**src/rtl/cpu_pkg.sv**
```systemverilog
// Shared CPU definitions: opcode values, sequencer states, strobe bundle.
package cpu_pkg;

  localparam logic [4:0] OP_LD   = 5'b00000;
  localparam logic [4:0] OP_LDI  = 5'b00001;
  localparam logic [4:0] OP_ST   = 5'b00010;
  localparam logic [4:0] OP_ADD  = 5'b00011;
  localparam logic [4:0] OP_SUB  = 5'b00100;
  localparam logic [4:0] OP_AND  = 5'b00101;
  localparam logic [4:0] OP_OR   = 5'b00110;
  localparam logic [4:0] OP_ADDI = 5'b01100;
  localparam logic [4:0] OP_IN   = 5'b10110;
  localparam logic [4:0] OP_OUT  = 5'b10111;
  localparam logic [4:0] OP_MFHI = 5'b11000;
  localparam logic [4:0] OP_MFLO = 5'b11001;
  localparam logic [4:0] OP_NOP  = 5'b11010;
  localparam logic [4:0] OP_HALT = 5'b11011;

  typedef enum logic [3:0] {
    RST, T0, T1, T2, T3, T4, T5, T6, T7, HALT
  } state_t;

  // Every datapath control strobe, one bit each.
  typedef struct packed {
    logic PCout, PCin, IncPC;
    logic MARin, MDRin, MDRout, Read, RAMin;
    logic IRin, Yin, ZLowIn, ZHighIn, ZLowout, ZHighout;
    logic HIin, LOin, HIout, LOout;
    logic GRA, GRB, GRC, BAout, Rin, Rout, Cout;
    logic InPortOut, OutPortIn, CONin;
    logic ADDsel;
  } strobes_t;

  function automatic logic is_mem(input logic [4:0] op);
    return (op == OP_LD) || (op == OP_ST);
  endfunction

  function automatic logic is_imm(input logic [4:0] op);
    return (op == OP_LDI) || (op == OP_ADDI);
  endfunction

  function automatic logic is_alu(input logic [4:0] op);
    return (op == OP_ADD) || (op == OP_SUB) || (op == OP_AND) || (op == OP_OR);
  endfunction

  function automatic logic is_single(input logic [4:0] op);
    return (op == OP_IN) || (op == OP_OUT) || (op == OP_MFHI) || (op == OP_MFLO);
  endfunction

  function automatic logic has_execute(input logic [4:0] op);
    return is_mem(op) || is_imm(op) || is_alu(op) || is_single(op);
  endfunction

endpackage

```
**src/rtl/control_sequencer_step_decoder.sv**
```systemverilog
// Combinational map from (state, opcode) to the datapath strobe bundle.
module step_decoder
  import cpu_pkg::*;
(
  input  state_t     state,
  input  logic [4:0] opcode,
  output strobes_t   strobes
);

  // Decode the strobes for the current step; anything not named stays 0.
  always_comb begin
    strobes = '0;
    case (state)
      T0: begin
        strobes.PCout  = 1'b1;
        strobes.MARin  = 1'b1;
        strobes.IncPC  = 1'b1;
        strobes.ZLowIn = 1'b1;
      end
      T1: begin
        strobes.ZLowout = 1'b1;
        strobes.PCin    = 1'b1;
        strobes.Read    = 1'b1;
        strobes.MDRin   = 1'b1;
      end
      T2: begin
        strobes.MDRout = 1'b1;
        strobes.IRin   = 1'b1;
      end
      T3: begin
        if (is_mem(opcode) || (opcode == OP_LDI)) begin
          strobes.GRB   = 1'b1;
          strobes.BAout = 1'b1;
          strobes.Yin   = 1'b1;
        end else if ((opcode == OP_ADDI) || is_alu(opcode)) begin
          strobes.GRB  = 1'b1;
          strobes.Rout = 1'b1;
          strobes.Yin  = 1'b1;
        end else if (opcode == OP_IN) begin
          strobes.InPortOut = 1'b1;
          strobes.GRA       = 1'b1;
          strobes.Rin       = 1'b1;
        end else if (opcode == OP_OUT) begin
          strobes.GRA       = 1'b1;
          strobes.Rout      = 1'b1;
          strobes.OutPortIn = 1'b1;
        end else if (opcode == OP_MFHI) begin
          strobes.HIout = 1'b1;
          strobes.GRA   = 1'b1;
          strobes.Rin   = 1'b1;
        end else if (opcode == OP_MFLO) begin
          strobes.LOout = 1'b1;
          strobes.GRA   = 1'b1;
          strobes.Rin   = 1'b1;
        end
      end
      T4: begin
        if (is_mem(opcode) || is_imm(opcode)) begin
          strobes.Cout   = 1'b1;
          strobes.ADDsel = 1'b1;
          strobes.ZLowIn = 1'b1;
        end else if (is_alu(opcode)) begin
          strobes.GRC    = 1'b1;
          strobes.Rout   = 1'b1;
          strobes.ZLowIn = 1'b1;
        end
      end
      T5: begin
        if (is_mem(opcode)) begin
          strobes.ZLowout = 1'b1;
          strobes.MARin   = 1'b1;
        end else if (is_imm(opcode) || is_alu(opcode)) begin
          strobes.ZLowout = 1'b1;
          strobes.GRA     = 1'b1;
          strobes.Rin     = 1'b1;
        end
      end
      T6: begin
        if (opcode == OP_LD) begin
          strobes.Read  = 1'b1;
          strobes.MDRin = 1'b1;
        end else if (opcode == OP_ST) begin
          strobes.GRA   = 1'b1;
          strobes.Rout  = 1'b1;
          strobes.MDRin = 1'b1;
        end
      end
      T7: begin
        if (opcode == OP_LD) begin
          strobes.MDRout = 1'b1;
          strobes.GRA    = 1'b1;
          strobes.Rin    = 1'b1;
        end else if (opcode == OP_ST) begin
          strobes.RAMin = 1'b1;
        end
      end
      default: strobes = '0;
    endcase
  end

endmodule

```
**src/rtl/control_sequencer.sv**
```systemverilog
// Hardwired control unit: steps fetch/execute and drives datapath strobes.
module control_sequencer
  import cpu_pkg::*;
#(
  parameter int OPW = 5
) (
  input  logic           Clock,
  input  logic           Clear,
  input  logic [OPW-1:0] opcode,
  input  logic           mem_rdy,
  input  logic           Stop,
  output logic           PCout, PCin, IncPC,
  output logic           MARin, MDRin, MDRout, Read, RAMin,
  output logic           IRin, Yin, ZLowIn, ZHighIn, ZLowout, ZHighout,
  output logic           HIin, LOin, HIout, LOout,
  output logic           GRA, GRB, GRC, BAout, Rin, Rout, Cout,
  output logic           InPortOut, OutPortIn, CONin,
  output logic           ADDsel,
  output logic           Run
);

  state_t     state;
  logic [4:0] op;
  strobes_t   strobes;
  state_t     done_state;

  // The opcode field is the top five bits of whatever width is presented.
  assign op = opcode[OPW-1 -: 5];

  // Where an instruction goes after its final step.
  assign done_state = Stop ? HALT : T0;

  // Step sequencing; memory steps wait on mem_rdy, HALT holds until Clear.
  always_ff @(posedge Clock) begin
    if (!Clear) begin
      state <= RST;
    end else begin
      case (state)
        RST: state <= T0;
        T0:  state <= T1;
        T1:  state <= mem_rdy ? T2 : T1;
        T2: begin
          if (op == OP_HALT)        state <= HALT;
          else if (has_execute(op)) state <= T3;
          else                      state <= done_state;
        end
        T3:  state <= (is_mem(op) || is_imm(op) || is_alu(op)) ? T4 : done_state;
        T4:  state <= T5;
        T5:  state <= is_mem(op) ? T6 : done_state;
        T6: begin
          if (op == OP_LD)      state <= mem_rdy ? T7 : T6;
          else if (op == OP_ST) state <= T7;
          else                  state <= done_state;
        end
        T7: begin
          if (op == OP_ST) state <= mem_rdy ? done_state : T7;
          else             state <= done_state;
        end
        HALT:    state <= HALT;
        default: state <= RST;
      endcase
    end
  end

  step_decoder u_step_decoder (
    .state   (state),
    .opcode  (op),
    .strobes (strobes)
  );

  // Fan the strobe bundle out to the individual datapath controls.
  always_comb begin
    PCout     = strobes.PCout;
    PCin      = strobes.PCin;
    IncPC     = strobes.IncPC;
    MARin     = strobes.MARin;
    MDRin     = strobes.MDRin;
    MDRout    = strobes.MDRout;
    Read      = strobes.Read;
    RAMin     = strobes.RAMin;
    IRin      = strobes.IRin;
    Yin       = strobes.Yin;
    ZLowIn    = strobes.ZLowIn;
    ZHighIn   = strobes.ZHighIn;
    ZLowout   = strobes.ZLowout;
    ZHighout  = strobes.ZHighout;
    HIin      = strobes.HIin;
    LOin      = strobes.LOin;
    HIout     = strobes.HIout;
    LOout     = strobes.LOout;
    GRA       = strobes.GRA;
    GRB       = strobes.GRB;
    GRC       = strobes.GRC;
    BAout     = strobes.BAout;
    Rin       = strobes.Rin;
    Rout      = strobes.Rout;
    Cout      = strobes.Cout;
    InPortOut = strobes.InPortOut;
    OutPortIn = strobes.OutPortIn;
    CONin     = strobes.CONin;
    ADDsel    = strobes.ADDsel;
    Run       = (state != RST) && (state != HALT);
  end

endmodule

```
**config.mk**
```make
export PLATFORM = sky130hd
export DESIGN_NAME = control_sequencer
export DESIGN_NICKNAME = d
export VERILOG_FILES = /design/src/rtl/cpu_pkg.sv /design/src/rtl/control_sequencer_step_decoder.sv /design/src/rtl/control_sequencer.sv
export SDC_FILE = /design/constraint.sdc
export NUM_CORES = 1
export LEC_CHECK = 0
export CAP_MARGIN = 30
export CORE_ASPECT_RATIO = 1.5
export CORE_MARGIN = 5
export CORE_UTILIZATION = 40
export DETAILED_ROUTE_END_ITERATION = 7
export MAX_ROUTING_LAYER = met4
export PLACE_DENSITY = 0.8
export SLEW_MARGIN = 25
export SYNTH_ARGS = -nofsm -noshare
export SYNTH_HDL_FRONTEND = slang
export SYNTH_SLANG_ARGS = --single-unit
```
**constraint.sdc**
```tcl
create_clock -name Clock -period 6.47 [get_ports Clock]
set_input_delay 1.6175 -clock Clock [delete_from_list [all_inputs] [get_ports Clock]]
set_output_delay 1.6175 -clock Clock [all_outputs]
set_load 0.01 [all_outputs]
```
# ---- Word-level counts from Yosys, hierarchy flattened
# Cells that the tools add are included.
# W data, S select, Z words.
dict set report classes {
  mux 68
  reduce_logical 18
  n_eq_ne 22
}
# operator n
set op_table {}
lappend op_table {{$mux W4} 10}
lappend op_table {{$pmux W4 S10} 1}
lappend op_table {{$mux W1} 38}
lappend op_table {{$eq A5 B5 Y1 const B} 5}
lappend op_table {{$eq A4 B3 Y1 const B} 4}
lappend op_table {{$mux W2} 8}
lappend op_table {{$eq A5 B3 Y1 const B} 3}
lappend op_table {{$logic_or A1 B1 Y1} 14}
lappend op_table {{$pmux W1 S2} 6}
lappend op_table {{$eq A5 B2 Y1 const B} 2}
lappend op_table {{$eq A4 B2 Y1 const B} 2}
lappend op_table {{$eq A4 B4 Y1 const B} 2}
lappend op_table {{$mux W3} 2}
lappend op_table {{$pmux W1 S3} 2}
lappend op_table {{$eq A5 B1 Y1 const B} 1}
lappend op_table {{$eq A5 B4 Y1 const B} 1}
lappend op_table {{$logic_not A5 Y1} 1}
lappend op_table {{$eq A4 B1 Y1 const B} 1}
lappend op_table {{$logic_not A4 Y1} 1}
lappend op_table {{$ne A4 B4 Y1 const B} 1}
lappend op_table {{$pmux W1 S4} 1}
lappend op_table {{$reduce_bool A4 Y1} 1}
lappend op_table {{$logic_and A1 B1 Y1} 1}
dict set report totals {
  regBits 4
  output_inout_bits 30
}

# ---- Logic depth before layout (Yosys ltp)
# Gate-level depths: netlist of the first run.
dict set report depth {
  word_depth 9
  mapped_depth 7
  depth_no_buf 5
}

# ---- Modules after synthesis
# From an unflattened synthesis of the first run, not the netlist that was laid out.
dict set report hier_totals {
  cells_unflattened 147
  hier_area_um2 988.4
}
# module cells_each n_inst area_per_inst_um2 seq_area_each_um2
set modules_own_cells {}
lappend modules_own_cells {step_decoder 88 1 548.0 0.0}
lappend modules_own_cells {control_sequencer 59 1 440.4 80.1}

# ---- Worst setup path before layout of the first run
# Ideal clock, no wire load.
dict set report synth_timing {
  path_type {input to output}
  start {in opcode[0]}
  end {out GRA}
  stages 7
  required_ps 4852
  setup_slack_ps 1888
  t_arrival_ps 2964
  n_path_buf 2
  cell_sequence {buf_6 -> or4_4 -> buf_6 -> or3_4 -> o21ai_2 -> nand2_1 -> nand3_1}
}
dict set report synth_between {
  elab_chain_cells 8
  word_cells_on_any_way 32
  cone_classes {11 x eq/ne; 12 x mux; 9 x reduce/logical}
}
# element line_no
set synth_rtl {}
lappend synth_rtl {{start: declaration} control_sequencer.sv:9} ;# input logic [OPW-1:0] opcode,
lappend synth_rtl {{$eq A5 B5 Y1, or another cell as far along} control_sequencer_step_decoder.sv:51} ;# end else if (opcode == OP_MFLO) begin
lappend synth_rtl {{$mux W2 / $logic_or A1 B1 Y1 (equally long branches)} {control_sequencer_step_decoder.sv:51, cpu_pkg.sv:43}}
lappend synth_rtl {{$mux W1 / $logic_or A1 B1 Y1 (equally long branches)} {control_sequencer_step_decoder.sv:47, cpu_pkg.sv:43}}
lappend synth_rtl {{$mux W1 / $logic_or A1 B1 Y1 (equally long branches)} {control_sequencer_step_decoder.sv:43, cpu_pkg.sv:43}}
lappend synth_rtl {{$mux W1, or another cell as far along} control_sequencer_step_decoder.sv:39} ;# end else if (opcode == OP_IN) begin
lappend synth_rtl {{$mux W3 / $mux W1 (equally long branches)} {control_sequencer_step_decoder.sv:35, control_sequencer_step_decoder.sv:72}}
lappend synth_rtl {{$mux W3 / $mux W1 (equally long branches)} {control_sequencer_step_decoder.sv:31, control_sequencer_step_decoder.sv:69}}
lappend synth_rtl {{$pmux W1 S4 (*)} control_sequencer_step_decoder.sv:13} ;# case (state)
lappend synth_rtl {{end: declaration} control_sequencer.sv:16} ;# output logic GRA, GRB, GRC, BAout, Rin, Rout, Cout,
# Mark *: on every way between the ends. The rest lies on a longest branch, timed or not.

# ---- Final worst setup path of the first run
dict set report layout_timing {
  start {in opcode[4]}
  end {out GRA}
}
# The elaborated chain is that of the path after synthesis.

==> results of run 1 <==
layout make-up:
| type | instances | area, sq um |
|---|---|---|
| clock buffers | 3 | 22.5 |
| fillers | 222 | 885 |
| inverters | 7 | 26.3 |
| multi-input cells | 103 | 616 |
| flip-flops and latches | 4 | 80.1 |
| well taps | 22 | 27.5 |
| repair buffers | 35 | 345 |
stage by stage:
stage                     instance area [sq um]  hold slack (ns)  total power (W)
after global routing                       1120            0.725         0.000289
final                                      1120            0.679         0.000267
after floorplan                             843            0.686         0.000158
after global placement                     1090            0.660         0.000235
after CTS                                  1120            0.660         0.000268
after detailed placement                   1090            0.663         0.000235
power groups by stage:
stage               sequential [W]  combinational [W]   clock, W
finish                   0.0000517           0.000185  0.0000308
global route             0.0000538           0.000201  0.0000343
CTS                      0.0000510           0.000185  0.0000319
detailed placement       0.0000513           0.000184          0
global placement         0.0000514           0.000183          0
floorplan                0.0000345           0.000123          0
cells in the final DEF, fill, tap and decap left out, types with 4 or more instances in the layout:
master / count
a21oi_1: 7
nor3_1: 7
o21ai_0: 6
inv_1: 7
conb_1: 5
nor2_1: 12
nand3_1: 4
dfxtp_1: 4
clkdlybuf4s50_1: 33
nand2b_1: 7
nand2_1: 12
cells by family (layout without fill, tap and decap cells):
logic type | after synthesis | after routing
multiplexers | 1 | 1
buffers and inverters | 25 | 45
XOR/XNOR | 3 | 3
AO/OA/AOI/OAI | 35 | 35
other | 1 | 5
AND/OR/NAND/NOR | 59 | 59
flip-flops | 4 | 4
routing by layer:
metal  wire (um)  track usage, %  up-vias
met5           0               -        -
met4          89            8.65        0
met3          98            2.74        8
met2        1320            29.9       36
met1        1070            21.7      443
li1            -               -      491
worst paths after layout:
check | startpoint | endpoint | depth (start not counted)
worst min register to register | state[2]$_SDFF_PN0_ | state[0]$_SDFF_PN0_ | 1
worst min-delay path | state[2]$_SDFF_PN0_ | state[0]$_SDFF_PN0_ | 1
worst max register to register | state[1]$_SDFF_PN0_ | state[3]$_SDFF_PN0_ | 4
worst max-delay path | opcode[4] | GRA | 7
critical path, stage by stage:
cell and delay, ns:
clkdlybuf4s50_1 0.63, or4_4 0.67, or3_4 0.40, o21ai_2 0.06, nand2_1 0.06, nand3_1 0.10
clkdlybuf4s50_1 0.54
==> impl_metrics.csv, run 1 <==
group,metric,value,unit
clock_network,cts_buffers,3,
floorplanning,die_w,47.2,um
global_routing,grt_pass1_vias,960,
worst_setup_path,arrival,4.09,ns
worst_setup_path,crit_path_start_kind,"primary input",
yosys,ys_warn_count,0,
global_routing,grt_antenna_before_repair,0,
cells_and_area,syn_to_final_growth,34.9,%
clock_network,post_cts_buffers,0,
yosys,synth_top_area_share,9.67,%
yosys,synth_commonest_cells,"nand2_1 (12), nor2_1 (12), buf_4 (9)",
yosys,synth_top_family_by_area,"simple AND/OR/NAND/NOR gates",
yosys,netlist.top_cell.by_area,"dfxtp_1",
cells_and_area,drive_above_1_share,6.58,%
worst_setup_path,cp_max_fo,13,
sta,totalNegativeSetupSlack,0,ns
pwr,peakVddDrop,0.000113,V
pwr,p_int,0.000148,W
routing,num_vias,978,
clock_network,root_buffer,"clkbuf_4",
worst_setup_path,reg2reg_slack,4.62,ns
floorplanning,rows,20,
clock_network,clockBufferDepth,2,
routing,dr.first_iter.drc_count,24,
global_routing,grt_pass1_wl,4220,um
yosys,dominantRegCellSynth,"dfxtp_1",
yosys,synth_async_sr_flop_share,0,%
floorplanning,dieArea,3100,sq um
sta,clock.fmax,175,MHz
yosys,synthCells,128,
global_routing,grt_overflow,0,
sta,layout_setup_ws,0.766,ns
hold_path,hold_path.class,"reg2reg",
floorplanning,die_h,65.7,um
placed_design,gp_congestion,0.930,
yosys,syn_area,828,sq um
clock_network,cts_tree,"built",
pwr,comb_power_share,69.1,%
routing,routed_wl,2580,um
cells_and_area,largest_reg_flops,4,
yosys,yosys_register_bits,4,
pwr,seqPwrFrac,19.3,%
global_routing,grt_start_max_net_pins,15,
clock_network,clk_latency,0.23,ns
flow_run,maxCapViolations,0,
floorplanning,core,2000,sq um
cells_and_area,final_util,55.8,%
clock_network,cts_resized,0,
yosys,synth-xor-area-share,3.17,%
sta,max_slew.worst_pin.slew,0.642,ns
routing,drcViolationCount,0,
yosys,synth.distinct_cells,46,
placed_design,post-dp-hpwl,2020,um
yosys,synth.area.top_cells,"dfxtp_1 (9.7%), buf_4 (8.2%), nand2_1 (5.4%)",
clock_network,hold_buffers,0,
cells_and_area,layout.nets,163,
sta,hold_viol,0,
sta,min_period_over_period,88.2,%
pwr,power_density,239,nW/um^2
yosys,yosys-mux-area-fraction,1.36,%
worst_setup_path,cp-end-kind,"primary output",
cells_and_area,reg_top3,"state: 4 flops",
worst_setup_path,crit_type,"in2out",
routing,first_pass_iters,4,
floorplanning,io_pins,39,
global_routing,grt_usage,18.6,%
placed_design,placed_cells,171,
cells_and_area,n_antenna_cell,0,
sta,finalCriticalPeriod,5.70,ns
sta,finClkSkew,0.00207,ns
pwr,switching_power,0.000119,W
clock_network,clkTransAtPathRegs,0.04,ns
routing,wl_per_cell,14.8,um
clock_network,cts_htree_levels,1,
cells_and_area,top_register,"state",
routing,drtAntennaViolNets,0,
status,status,"finished, final reports clean",
routing,vias_per_cell,5.62,
sta,slew_violations,0,
yosys,synth-edff-count,0,
floorplanning,start_util,41.4,%
yosys,avgSynthCellArea,6.47,sq um
yosys,ys_seq_area_share,9.67,%
clock_network,cts.sinks,4,
placed_design,portBuffers,33,
placed_design,dpl_worst_slack,0.787,ns
sta,rsz0062_at_grt,"no",
cells_and_area,fin_cells,174,
pwr,netSwitchingFraction,44.6,%
yosys,synth_fa_ha_area_share,0,%
sta,slew_headroom,57.1,%
worst_setup_path,crit_required,4.85,ns
pwr,clockPowerShare,11.5,%
yosys,synth_compound_area_share,28.2,%
yosys,yosys.area_share.simple,39.3,%
sta,setup_viol,0,
pwr,p_leak,0.439,nW
No activity file was read; power rests on OpenSTA's default activity.
==> run 2: changes to the inputs <==
--- a/config.mk
+++ b/config.mk
@@ -8,10 +8,11 @@
 export CAP_MARGIN = 30
 export CORE_ASPECT_RATIO = 1.5
 export CORE_MARGIN = 5
-export CORE_UTILIZATION = 40
+export CORE_UTILIZATION = 25
 export DETAILED_ROUTE_END_ITERATION = 7
 export MAX_ROUTING_LAYER = met4
-export PLACE_DENSITY = 0.8
+export PLACE_DENSITY = 0.55
+export SKIP_CTS_REPAIR_TIMING = 1
 export SLEW_MARGIN = 25
 export SYNTH_ARGS = -nofsm -noshare
 export SYNTH_HDL_FRONTEND = slang
==> impl_metrics.csv, run 2 (synthesis results as in run 1) <==
group,metric,value,unit
status,status,"finished, final reports clean",
hold_path,hold_path.class,"reg2reg",
global_routing,grt_usage,12.5,%
routing,routed_wl,2750,um
global_routing,grt_overflow,0,
clock_network,cts_buffers,3,
routing,drcViolationCount,0,
clock_network,cts_htree_levels,1,
pwr,power_density,246,nW/um^2
routing,vias_per_cell,5.08,
clock_network,cts_tree,"built",
clock_network,root_buffer,"clkbuf_8",
sta,slew_violations,0,
pwr,comb_power_share,63.6,%
sta,finalCriticalPeriod,5.62,ns
worst_setup_path,path_common_cell,"clkdlybuf4s50_1",
cells_and_area,layout.nets,164,
global_routing,grt_pass1_wl,4620,um
cells_and_area,reg_top3,"state: 4 flops",
pwr,p_leak,0.452,nW
floorplanning,dieArea,4590,sq um
flow_run,maxCapViolations,0,
pwr,p_int,0.000167,W
cells_and_area,drive_above_1_share,7.19,%
worst_setup_path,timing.critical_path.buf_inv,2,
pwr,switching_power,0.000120,W
sta,whs,0.684,ns
sta,max_slew.worst_pin.slew,0.670,ns
routing,dr.first_iter.drc_count,26,
routing,num_vias,981,
worst_setup_path,cp_cell_sequence,"clkdlybuf4s50_1 > or4_4 > or3_4 > o21ai_2 > nand2_1 > nand3_1 > clkdlybuf4s50_1",
routing,wl_per_cell,14.3,um
cells_and_area,fin_cells,193,
floorplanning,start_util,26.0,%
global_routing,grt_pass1_vias,1002,
clock_network,clk_latency,0.21,ns
global_routing,grt_start_max_net_pins,15,
sta,finClkSkew,0.00278,ns
pwr,peakVddDrop,0.000125,V
pwr,p_total,0.000287,W
placed_design,placed_cells,190,
worst_setup_path,crit_path_start_kind,"primary input",
sta,slew_headroom,55.2,%
worst_setup_path,crit_type,"in2out",
global_routing,grt_antenna_before_repair,0,
pwr,netSwitchingFraction,41.7,%
worst_setup_path,cp_slowest_cell,"or4_4",
sta,min_period_over_period,86.9,%
worst_setup_path,critical-path-max-stage-delay,0.63,ns
clock_network,clockBufferDepth,2,
sta,hold_viol,0,
clock_network,clkTransAtPathRegs,0.03,ns
worst_setup_path,cp-end-kind,"primary output",
floorplanning,die_w,57.0,um
clock_network,cts.sinks,4,
sta,clock.fmax,178,MHz
floorplanning,io_pins,39,
placed_design,gp_congestion,0.924,
sta,totalNegativeSetupSlack,0,ns
cells_and_area,fillers,364,
worst_setup_path,cp_max_fo,10,
floorplanning,rows,25,
cells_and_area,final_util,36.5,%
routing,drtAntennaViolNets,0,
placed_design,post-dp-hpwl,2200,um
sta,setup_viol,0,
cells_and_area,top_register,"state",
cells_and_area,syn_to_final_growth,40.8,%
placed_design,portBuffers,33,
worst_setup_path,crit_required,4.85,ns
worst_setup_path,arrival,4.00,ns
sta,rsz0062_at_grt,"no",
cells_and_area,final_common_cell,"clkdlybuf4s50_1",
cells_and_area,layout_common_cells,"clkdlybuf4s50_1 (33), nor2_1 (12), nand2_1 (12)",
floorplanning,core,3190,sq um
floorplanning,die_h,80.5,um
pwr,seqPwrFrac,18.6,%
pwr,clockPowerShare,17.7,%
cells_and_area,n_antenna_cell,0,
worst_setup_path,critical-path-top-delay-family,"simple AND/OR/NAND/NOR gates",
routing,first_pass_iters,4,
cells_and_area,largest_reg_flops,4,
## run 2: cell count changes in the layout (fill, tap and decap cells not counted)
| cell | before | now |
|---|---|---|
| clkbuf_4 | 3 | 0 |
| clkbuf_8 | 0 | 3 |
| buf_4 | 2 | 3 |
## run 2: path summary, 6_finish.rpt
kind                                     startpoint                   to  slack (ns)  cells past startpoint
worst min-delay path            state[2]$_SDFF_PN0_  state[0]$_SDFF_PN0_        0.68                      1
worst max register to register  state[1]$_SDFF_PN0_  state[3]$_SDFF_PN0_        4.62                      4
worst min register to register  state[2]$_SDFF_PN0_  state[0]$_SDFF_PN0_        0.68                      1
worst max-delay path                      opcode[0]                  GRA        0.85                      7
## run 2: final cells by class
| class | count | area, sq um | area share [%] |
|---|---|---|---|
| clock buffers | 3 | 41.3 | 3.54 |
| inverters | 7 | 26.3 | 2.25 |
| multi-input cells | 103 | 616 | 52.8 |
| repair buffers | 36 | 353 | 30.3 |
| flip-flops and latches | 4 | 80.1 | 6.87 |
| well taps | 40 | 50.0 | 4.29 |
## run 2: layer usage
layer	global-route usage (%)	share of wire (%)
met5	-	0
met4	4.87	2.1
met3	2.25	6.5
met2	21.7	50
met1	14.0	42
## run 2: power groups by stage
stage | logic [W] | clock network [W] | registers, W
2_1_floorplan | 0.000123 | 0 | 0.0000345
3_3_place_gp | 0.000187 | 0 | 0.0000533
6_report | 0.000183 | 0.0000509 | 0.0000535
3_5_place_dp | 0.000184 | 0 | 0.0000534
5_1_grt | 0.000199 | 0.0000556 | 0.0000570
4_1_cts | 0.000185 | 0.0000525 | 0.0000535
## run 2: per-stage QoR
stage / area (sq um) / worst slack (ns)
CTS: 1170 / 0.842
global placement: 1120 / 0.878
floorplan: 843 / 1.89
global route: 1170 / 0.737
finish: 1170 / 0.851
detailed placement: 1120 / 0.854
==> run 3: changes to the inputs <==
--- a/config.mk
+++ b/config.mk
@@ -10,6 +10,7 @@
 export CORE_MARGIN = 5
 export CORE_UTILIZATION = 25
 export DETAILED_ROUTE_END_ITERATION = 7
+export HOLD_SLACK_MARGIN = 0.06
 export MAX_ROUTING_LAYER = met4
 export PLACE_DENSITY = 0.55
 export SKIP_CTS_REPAIR_TIMING = 1
==> results of run 3 <==
The final DEF is identical to that of run 2; final timing and power are the same.
